`src/rtl/jk_array_pkg.sv`:
```
// Shared mode encoding for the jk_reg_array bank of JK flip-flops.
package jk_array_pkg;

    typedef logic [1:0] jk_mode_t;

    localparam jk_mode_t MODE_JK  = 2'b00;
    localparam jk_mode_t MODE_UP  = 2'b01;
    localparam jk_mode_t MODE_DN  = 2'b10;
    localparam jk_mode_t MODE_SHL = 2'b11;

endpackage

```
`src/rtl/jk_reg_array_cell.sv`:
```
// Single JK flip-flop with async reset value, synchronous load and cell enable.
// The active clock edge is chosen at elaboration by NEG_EDGE.
module jk_cell #(
    parameter logic NEG_EDGE = 1'b1
) (
    input  logic clk,
    input  logic rst,
    input  logic rst_val,
    input  logic ce,
    input  logic ld,
    input  logic d,
    input  logic j,
    input  logic k,
    output logic q
);

    logic r_q;
    logic w_next;

    always_comb begin
        w_next = r_q;
        if (ld) begin
            w_next = d;
        end else if (ce) begin
            case ({j, k})
                2'b01:   w_next = 1'b0;
                2'b10:   w_next = 1'b1;
                2'b11:   w_next = ~r_q;
                default: w_next = r_q;
            endcase
        end
    end

    generate
        if (NEG_EDGE) begin : g_neg
            always_ff @(negedge clk or posedge rst) begin
                if (rst) r_q <= rst_val;
                else     r_q <= w_next;
            end
        end else begin : g_pos
            always_ff @(posedge clk or posedge rst) begin
                if (rst) r_q <= rst_val;
                else     r_q <= w_next;
            end
        end
    endgenerate

    assign q = r_q;

endmodule

```
`src/rtl/jk_reg_array.sv`:
```
// WIDTH-bit JK flip-flop bank: per-bit JK, up/down counter and shift-left modes.
// Define JK_ARRAY_SAT_EN to make the counter modes saturate instead of wrapping.
module jk_reg_array
    import jk_array_pkg::*;
#(
    parameter int unsigned          WIDTH    = 8,
    parameter logic [WIDTH-1:0]     RST_VAL  = '0,
    parameter logic                 NEG_EDGE = 1'b1
) (
    input  logic             clk,
    input  logic             rst,
    input  logic             en,
    input  logic [1:0]       mode,
    input  logic [WIDTH-1:0] j,
    input  logic [WIDTH-1:0] k,
    input  logic             sin,
    input  logic             load,
    input  logic [WIDTH-1:0] d,
    output logic [WIDTH-1:0] q,
    output logic [WIDTH-1:0] qn,
    output logic             tc
);

    jk_mode_t         w_mode;
    logic [WIDTH-1:0] w_q;
    logic [WIDTH-1:0] w_j;
    logic [WIDTH-1:0] w_k;
    logic [WIDTH-1:0] w_up_chain;
    logic [WIDTH-1:0] w_dn_chain;
    logic             w_tc;

    assign w_mode = jk_mode_t'(mode);

    // Bit i toggles when every lower bit is 1 (up) or every lower bit is 0 (down).
    always_comb begin
        logic acc_up;
        logic acc_dn;
        acc_up = 1'b1;
        acc_dn = 1'b1;
        w_up_chain = '0;
        w_dn_chain = '0;
        for (int i = 0; i < WIDTH; i++) begin
            w_up_chain[i] = acc_up;
            w_dn_chain[i] = acc_dn;
            acc_up = acc_up & w_q[i];
            acc_dn = acc_dn & ~w_q[i];
        end
    end

    assign w_tc = ((w_mode == MODE_UP) && (&w_q)) ||
                  ((w_mode == MODE_DN) && ~(|w_q));

    always_comb begin
        w_j = j;
        w_k = k;
        case (w_mode)
            MODE_UP: begin
                w_j = w_up_chain;
                w_k = w_up_chain;
            end
            MODE_DN: begin
                w_j = w_dn_chain;
                w_k = w_dn_chain;
            end
            MODE_SHL: begin
                w_j = {w_q[WIDTH-2:0], sin};
                w_k = ~{w_q[WIDTH-2:0], sin};
            end
            default: begin
                w_j = j;
                w_k = k;
            end
        endcase
`ifdef JK_ARRAY_SAT_EN
        // tc is only ever high in a counting mode, so this freezes the counter at its end.
        if (w_tc) begin
            w_j = '0;
            w_k = '0;
        end
`endif
    end

    generate
        for (genvar i = 0; i < WIDTH; i++) begin : g_cell
            jk_cell #(
                .NEG_EDGE(NEG_EDGE)
            ) u_cell (
                .clk     (clk),
                .rst     (rst),
                .rst_val (RST_VAL[i]),
                .ce      (en),
                .ld      (load),
                .d       (d[i]),
                .j       (w_j[i]),
                .k       (w_k[i]),
                .q       (w_q[i])
            );
        end
    endgenerate

    assign q  = w_q;
    assign qn = ~w_q;
    assign tc = w_tc;

endmodule

```
`config.mk`:
```
export PLATFORM = sky130hd
export DESIGN_NAME = jk_reg_array
export DESIGN_NICKNAME = d
export VERILOG_FILES = /design/src/rtl/jk_array_pkg.sv /design/src/rtl/jk_reg_array_cell.sv /design/src/rtl/jk_reg_array.sv
export SDC_FILE = /design/constraint.sdc
export NUM_CORES = 1
export LEC_CHECK = 0
export CORE_ASPECT_RATIO = 0.75
export CORE_MARGIN = 2
export CORE_UTILIZATION = 38
export DETAILED_ROUTE_END_ITERATION = 10
export GPL_TIMING_DRIVEN = 1
export PLACE_DENSITY_LB_ADDON = 0.3
export SYNTH_ARGS = -nofsm -noshare
export SYNTH_HDL_FRONTEND = slang
export SYNTH_SLANG_ARGS = --single-unit
```
`constraint.sdc`:
```
create_clock -name clk -period 2.1 [get_ports clk]
set_clock_uncertainty 0.15 [all_clocks]
set_input_delay 0.315 -clock clk [delete_from_list [all_inputs] [get_ports clk]]
set_output_delay 0.315 -clock clk [all_outputs]
set_load 0.05 [all_outputs]
```
==> flow_summary_export.csv, run 1 <==
group,metric,value,unit
clocking,clock_latency,0.26,ns
routing,routedWlPerCell,24.63,um
place,hpwl,3223,um
critical_path,cp_num_buf_inv,4,
yosys,syn_area,1081,um2
timing,maxSlewViolCount,0,
final_layout,finalNonFillerCells,274,
critical_path,cp_cell_sequence,"buf_4, buf_6, and4_1, nand4_1, buf_4, o31ai_4, buf_12",
die,pin_count,48,
final_layout,layout.nets,271,
power,power.density,560.3,nW/um2
critical_path,start_kind,"register",
final_layout,antennaDiodeCount,0,
die,dieArea,3292,um2
critical_path,cp_slowest_cell,"dfrtn_1",
final_layout,largest_reg_flops,8,
yosys,synth_common_cells,"inv_1, o21ai_0, buf_4, nor2_1",
routing,dr.first_iter.drc_count,312,
yosys,yosys-top-cells-area,"dfrtn_1, clkbuf_8, buf_4",
yosys,ys.flop_type,"dfrtn_1",
timing,timing.final.ws_setup,-1.345,ns
timing,tightest_slew,0.4092,ns
clocking,numCtsBuffers,3,
timing,setup_viol,25,
routing,ant_nets,0,
timing,hold_slack,0.6465,ns
critical_path,path_class,"register to output pin",
final_layout,fill_cells,90,
place,globalplace.congestion,1.006,
yosys,async_flop_share,1.000,
routing,drt-total-wl,6749,um
yosys,yosysSeqAreaShare,0.1852,
final_layout,drive_gt1_frac,0.5714,
flow_run,max_cap_viol_count,0,
clocking,h-tree-depth,1,
critical_path,path_max_fanout,2,
yosys,synth_top_cell_area_share,0.1852,
die,placementRows,16,
yosys,synth_edf_count,0,
routing,drc,0,
clocking,clkTransAtPathRegs,0.04,ns
run_status,status,"finished, violations left",
routing,vias,1812,
global_routing,grt_pass1_vias,1710,
die,core_area,2663,um2
die,die_x,65.59,um
critical_path,worstPathRequired,1.63,ns
clocking,cts_root_buf,"clkbuf_8",
place,port_buffers,47,
yosys,synthCells,138,
critical_path,worst_ep_arrival_time,2.98,ns
power,p_leak,0.001062,uW
power,ir_drop,0.4018,mV
global_routing,antenna_found_initial,0,
clocking,cts_sinks,8,
global_routing,grtUsageTotal,0.3683,
yosys,yosysTopAreaCell,"dfrtn_1",
yosys,yosysMostFrequentCell,"inv_1",
yosys,yosysWarnings,0,
clocking,tritoncts,"done",
yosys,synth_cell_types,45,
global_routing,grt_max_degree,11,
timing,rsz0062_at_grt,"true",
yosys,synth_area_per_cell,7.834,um2
run_status,violations,"negative setup slack",
routing,routed_via_density,6.613,
global_routing,grt_pass1_wl,8928,um
die,start_util,0.4060,
yosys,syn-num-nets,169,
timing,report.final.hold_viol_count,0,
global_routing,grt-ovfl-total,0,
critical_path,critPathCaptureType,"output pin",
critical_path,cp_common_cell,"buf_4",
final_layout,syn_to_final_growth,123.7,%
critical_path,slowest_delay,0.42,ns
timing,slew_headroom,0.7251,
yosys,yosys_register_bits,8,
clocking,clock_path_buffers,2,
worst_hold_path,hold_path.class,"register to register",
routing,dr.pass1.iters,5,
place,numPlacedInstances,241,
critical_path,crit_family,"buffers and inverters",
die,die_h,50.19,um
## stage by stage
stage,total power (uW),util,setup TNS [ns],area [um2],setup WS (ns)
5_1_grt,1374,0.9084,-13.60,2419,-1.346
3_3_place_gp,849.2,0.6960,-12.94,1853,-1.088
4_1_cts,1216,0.8435,-12.85,2246,-1.241
6_report,1355,0.9084,-13.33,2419,-1.345
3_5_place_dp,862.1,0.6960,-13.30,1853,-1.139
2_1_floorplan,587.0,-,-6.120,1180,-0.9690
## report_power, final
| part | total, uW | switching [uW] | internal (uW) |
|---|---|---|---|
| clock network | 212 | 85.3 | 126 |
| logic | 945 | 486 | 460 |
| registers | 198 | 21.7 | 176 |
## layer usage
metal	up-vias	track usage	share of wire	wire length [um]
met2	220	0.5459	0.40	2681
met3	63	0.1009	0.15	996
li1	709	-	-	-
met4	0	0.1910	0.077	517
met1	820	0.4882	0.38	2553
met5	-	0	0	0
## worst reg2reg max path: cells and delay by family, from the launching register on
family,cells,cell delay [ns]
compound gates,3,0.75
simple gates,2,0.43
flops,1,0.35
buf+inv,5,0.67
## layout make-up
class / instances / area (um2) / share of cell area
timing repair buffer: 118 / 1259 / 0.5204
clock buffer: 3 / 41.29 / 0.01707
sequential: 8 / 200.2 / 0.08277
multi-input combinational: 97 / 815.8 / 0.3373
tap: 36 / 45.04 / 0.01862
inverter: 12 / 57.56 / 0.02380
## cell usage in the layout (no fill, tap or decap), drive strengths merged, types with 5 or more instances in the layout
master and count:
a21oi 8, clkdlybuf4s50 22, buf 90, inv 10
o21ai 11, nor2 9, nand3 5, dfrtn 8
o211ai 7, nand2 8
## final timing paths
path                            slack [ns]                from  depth (start not counted)                 end
max in group asynchronous             0.37                 rst                          2  g_cell[2].u_cell.q
worst max-delay path                 -1.35  g_cell[2].u_cell.q                          7                  tc
worst min-delay path                  0.65  g_cell[3].u_cell.q                          3  g_cell[3].u_cell.q
min in group asynchronous             1.11                 rst                          2  g_cell[5].u_cell.q
worst min register to register        0.65  g_cell[3].u_cell.q                          3  g_cell[3].u_cell.q
worst max register to register       -0.40  g_cell[2].u_cell.q                         10  g_cell[5].u_cell.q
## repair_timing
item / 4_1_cts / 5_1_grt
buffers inserted: 27 / 10
resized for setup: 62 / 38
hold buffers: 0 / 0
gates cloned: 2 / 0
setup endpoints to repair: 25 / 25
pin swaps: 11 / 16
## logic make-up after synthesis
| family | after synthesis | synth area share |
|---|---|---|
| multiplexers | 1 | 0.02083 |
| buffers and inverters | 33 | 0.2292 |
| AND/OR/NAND/NOR | 46 | 0.2419 |
| AO/OA/AOI/OAI | 50 | 0.3229 |
| flip-flops | 8 | 0.1852 |
Power figures use the tool's default switching activity.
==> inputs of run 2 (changes only) <==
SKIP_CTS_REPAIR_TIMING = 1   (was unset)
clock period = 4.1 ns   (was 2.1 ns; I/O delays follow)
==> flow_summary_export.csv, run 2 (synthesized netlist as in run 1, its figures left out) <==
group,metric,value,unit
global_routing,grt-ovfl-total,0,
place,post-place-ws,-0.4706,ns
routing,routed_via_density,5.643,
final_layout,syn_to_final_growth,75.46,%
routing,dr.pass1.iters,5,
global_routing,antenna_found_initial,0,
place,dpl_cell_area,1798,um2
power,ir_drop,0.1183,mV
routing,routedWlPerCell,17.22,um
run_status,violations,"negative setup slack",
routing,ant_nets,0,
timing,hold_slack,0.5364,ns
critical_path,cp_cell_sequence,"or4b_4, buf_6, nor4_4, nand4_1, o31ai_4, buf_12",
critical_path,cp_num_buf_inv,2,
critical_path,critPathLaunch,"g_cell[2].u_cell.q",
routing,drt-total-wl,4150,um
routing,drc,0,
die,pin_count,48,
run_status,status,"finished, violations left",
place,numPlacedInstances,236,
global_routing,grt_pass1_vias,1348,
die,start_util,0.4060,
critical_path,r2r_cells,7,
critical_path,path_max_fanout,3,
final_layout,mostFrequentLayoutCells,"buf_4, clkdlybuf4s50_1, buf_12",
final_layout,fill_cells,223,
die,placementRows,16,
timing,tightest_slew,0.3708,ns
timing,setup_viol,1,
critical_path,reg2reg_from,"g_cell[3].u_cell.q",
critical_path,cp_slowest_cell,"or4b_4",
final_layout,antennaDiodeCount,0,
final_layout,finalNonFillerCells,241,
timing,maxSlewViolCount,0,
global_routing,grtUsageTotal,0.2616,
critical_path,worst_ep_arrival_time,4.05,ns
flow_run,max_cap_viol_count,0,
critical_path,cp_num_cells,6,
critical_path,endpoint,"tc",
timing,slew_headroom,0.7505,
clocking,numCtsBuffers,3,
power,power.density,283.0,nW/um2
clocking,clock_path_buffers,2,
final_layout,stdcell_area,1897,um2
place,hpwl,3179,um
critical_path,crit_family,"simple AND/OR/NAND/NOR gates",
clocking,cts_sinks,8,
timing,fin_tns_setup,-0.7116,ns
routing,vias,1360,
global_routing,grt_max_degree,16,
place,globalplace.congestion,0.8860,
routing,dr.first_iter.drc_count,65,
die,die_x,65.59,um
critical_path,critPathCaptureType,"output pin",
power,p_leak,0.0008235,uW
die,core_area,2663,um2
final_layout,largest_reg_flops,8,
die,die_h,50.19,um
critical_path,slowest_delay,0.57,ns
clocking,tritoncts,"done",
timing,rsz0062_at_grt,"true",
final_layout,layout.nets,238,
critical_path,path_class,"register to output pin",
worst_hold_path,hold_path.class,"register to register",
worst_hold_path,hold_depth,4,
die,dieArea,3292,um2
global_routing,grt_pass1_wl,6534,um
clocking,cts_root_buf,"clkbuf_8",
clocking,h-tree-depth,1,
final_layout,layout_commonest_cell,"buf_4",
place,port_buffers,47,
clocking,clock_latency,0.25,ns
critical_path,worstPathRequired,3.34,ns
clocking,clkTransAtPathRegs,0.03,ns
critical_path,rrSetupSlack,2.08,ns
timing,report.final.hold_viol_count,0,
final_layout,drive_gt1_frac,0.3317,
critical_path,r2r-end,"g_cell[5].u_cell.q",
critical_path,start_kind,"register",
timing,timing.final.ws_setup,-0.7116,ns
run 2: cell types whose count changed in the layout (fill, tap and decap cells not counted), moves of 5 or more:
cell	previous run	this run
inv_1	2	10
clkdlybuf4s50_1	22	28
buf_4	43	36
o21ai_0	3	10
inv_2	6	1
buf_6	29	5
run 2: tightest hold or removal path, delay by kind of cell, from the launching register on:
family	cells	cell delay (ns)
buf+inv	1	0.14
simple gates	3	0.28
flops	1	0.34
run 2: routing by layer:
metal	track usage	vias up	part of all wire	wire, um
met3	0.06951	4	0.094	392
met1	0.3564	628	0.43	1789
met5	0	-	0	0
met2	0.4048	83	0.47	1931
met4	0.07986	0	0.0087	36
li1	-	645	-	-
run 2: cell type report:
class / count / area, um2 / share of cell area
Inverter: 12 / 48.80 / 0.02573
Tap cell: 36 / 45.04 / 0.02375
Clock buffer: 3 / 41.29 / 0.02177
Timing Repair Buffer: 85 / 907.1 / 0.4782
Sequential cell: 8 / 200.2 / 0.1055
Multi-Input combinational cell: 97 / 654.4 / 0.3450
run 2: where the power goes:
part | internal [uW] | total, uW | switching (uW)
Sequential | 90.4 | 99.8 | 9.40
Combinational | 160 | 342 | 182
Clock | 63.7 | 95.0 | 31.3
Total | 315 | 537 | 222
run 2: how the worst min path moves through the flow:
stage / start / endpoint / slack [ns]
final: g_cell[5].u_cell.q / g_cell[6].u_cell.q / 0.54
after global routing: g_cell[5].u_cell.q / g_cell[6].u_cell.q / 0.59
after CTS: g_cell[6].u_cell.q / g_cell[7].u_cell.q / 0.54
after detailed placement: g_cell[5].u_cell.q / g_cell[6].u_cell.q / 0.54
after global placement: g_cell[5].u_cell.q / g_cell[6].u_cell.q / 0.52
after floorplan: g_cell[6].u_cell.q / g_cell[7].u_cell.q / 0.35
run 2: stage by stage:
step / utilization / power (uW)
3_5_place_dp: 0.6753 / 426.7
3_3_place_gp: 0.6753 / 422.9
6_report: 0.7124 / 536.8
2_1_floorplan: - / 286.2
4_1_cts: 0.6908 / 522.9
5_1_grt: 0.7124 / 564.7
==> inputs of run 3 (changes only) <==
CORE_UTILIZATION = 30   (was 38)
PLACE_DENSITY_LB_ADDON = unset   (was 0.3)
==> flow_summary_export.csv, run 3 (synthesized netlist as in run 1, its figures left out) <==
group,metric,value,unit
die,placementRows,18,
power,ir_drop,0.1247,mV
die,start_util,0.3200,
clocking,tritoncts,"done",
routing,routed_via_density,5.458,
clocking,clkTransAtPathRegs,0.04,ns
critical_path,path_max_fanout,3,
final_layout,mostFrequentLayoutCells,"buf_4, clkdlybuf4s50_1, buf_12",
critical_path,critPathCaptureType,"output pin",
power,p_clk_frac,0.187,
global_routing,grt_pass1_vias,1224,
critical_path,worstPathRequired,3.34,ns
timing,slew_headroom,0.7609,
routing,drt-total-wl,3715,um
critical_path,cp_slowest_cell,"or4b_4",
timing,hold_slack,0.5107,ns
routing,drc,0,
worst_hold_path,hp-start,"g_cell[6].u_cell.q",
timing,rsz0062_at_grt,"true",
die,pin_count,48,
power,seqPwrFrac,0.189,
global_routing,grtUsageTotal,0.1843,
place,dpl_cell_area,1793,um2
die,dieArea,4105,um2
final_layout,antennaDiodeCount,0,
timing,tightest_slew,0.3583,ns
clocking,cts_root_buf,"clkbuf_8",
final_layout,layout.nets,233,
clocking,clock_latency,0.25,ns
critical_path,critPathLaunch,"g_cell[2].u_cell.q",
power,switching_share,0.4134,
routing,routedWlPerCell,15.48,um
die,die_x,73.32,um
run_status,status,"finished, violations left",
global_routing,grt_pass1_wl,5934,um
routing,dr.first_iter.drc_count,65,
place,hpwl,3041,um
worst_hold_path,hold_path.class,"register to register",
clocking,h-tree-depth,1,
critical_path,reg2reg_from,"g_cell[0].u_cell.q",
routing,vias,1310,
clocking,clock_path_buffers,2,
power,combinationalPowerShare,0.624,
critical_path,path_class,"register to output pin",
power,power.density,283.7,nW/um2
routing,dr.pass1.iters,4,
timing,report.final.hold_viol_count,0,
power,p_leak,0.0008078,uW
power,power_switching,217.3,uW
final_layout,fill_cells,299,
die,die_h,55.99,um
global_routing,grt_max_degree,16,
flow_run,max_cap_viol_count,0,
final_layout,syn_to_final_growth,71.41,%
run_status,violations,"negative setup slack",
critical_path,worst_ep_arrival_time,4.01,ns
timing,timing.final.ws_setup,-0.6789,ns
power,p_int,308.4,uW
final_layout,stdcell_area,1853,um2
clocking,numCtsBuffers,3,
routing,ant_nets,0,
die,core_area,3378,um2
place,globalplace.congestion,0.9051,
timing,setup_viol,1,
final_layout,layout_commonest_cell,"buf_4",
global_routing,antenna_found_initial,0,
clocking,cts_sinks,8,
final_layout,largest_reg_flops,8,
critical_path,start_kind,"register",
place,port_buffers,47,
critical_path,cp_cell_sequence,"or4b_4, buf_6, nor4_4, nand4_1, o31ai_4, buf_12",
final_layout,drive_gt1_frac,0.3100,
timing,maxSlewViolCount,0,
critical_path,slowest_delay,0.57,ns
global_routing,grt-ovfl-total,0,
[run 3: worst max-delay path: cells and delay by family, from the launching register on]
family / cells / cell delay, ns
AND/OR/NAND/NOR: 3 / 0.94
buffers and inverters: 2 / 0.31
AO/OA/AOI/OAI: 1 / 0.11
flip-flops: 1 / 0.34
[run 3: worst paths after layout]
check | endpoint | slack, ns | cells after the start
max | tc | -0.68 | 6
min | g_cell[7].u_cell.q | 0.51 | 4
max reg2reg | g_cell[5].u_cell.q | 2.15 | 7
min reg2reg | g_cell[7].u_cell.q | 0.51 | 4
max in group asynchronous | g_cell[0].u_cell.q | 1.08 | 2
min in group asynchronous | g_cell[5].u_cell.q | 2.42 | 2
[run 3: area by class of cell]
class	instances	area (um2)	share of cell area
multi-input combinational	97	656.9	0.3545
tap	40	50.05	0.02701
sequential	8	200.2	0.1080
inverter	12	45.04	0.02431
timing repair buffer	80	859.6	0.4639
clock buffer	3	41.29	0.02228
[run 3: metal layers]
layer	up-vias	global-route usage	wire length [um]
li1	631	-	-
met1	613	0.2744	1709
met2	60	0.2664	1656
met3	6	0.01812	282
met4	0	0.07792	67
met5	-	0	0
[run 3: power groups by stage]
stage	sequential [uW]	clock [uW]	combinational [uW]
2_1_floorplan	101	0	185
3_3_place_gp	99.5	0	322
3_5_place_dp	99.9	0	325
4_1_cts	98.9	100	326
5_1_grt	99.8	105	346
6_report	99.3	98.2	328
[run 3: stage by stage]
stage            util  setup TNS (ns)  std cells  total power [uW]  worst slack [ns]
2_1_floorplan       -         -0.2742        138             286.2           -0.2742
3_3_place_gp   0.5307          -3.229        237             421.9           -0.4650
3_5_place_dp   0.5307          -3.356        237             424.7           -0.4548
4_1_cts        0.5430          -1.617        240             525.3           -0.6834
5_1_grt        0.5485         -0.7276        240             550.9           -0.7276
6_report       0.5485         -0.6789        240             525.7           -0.6789
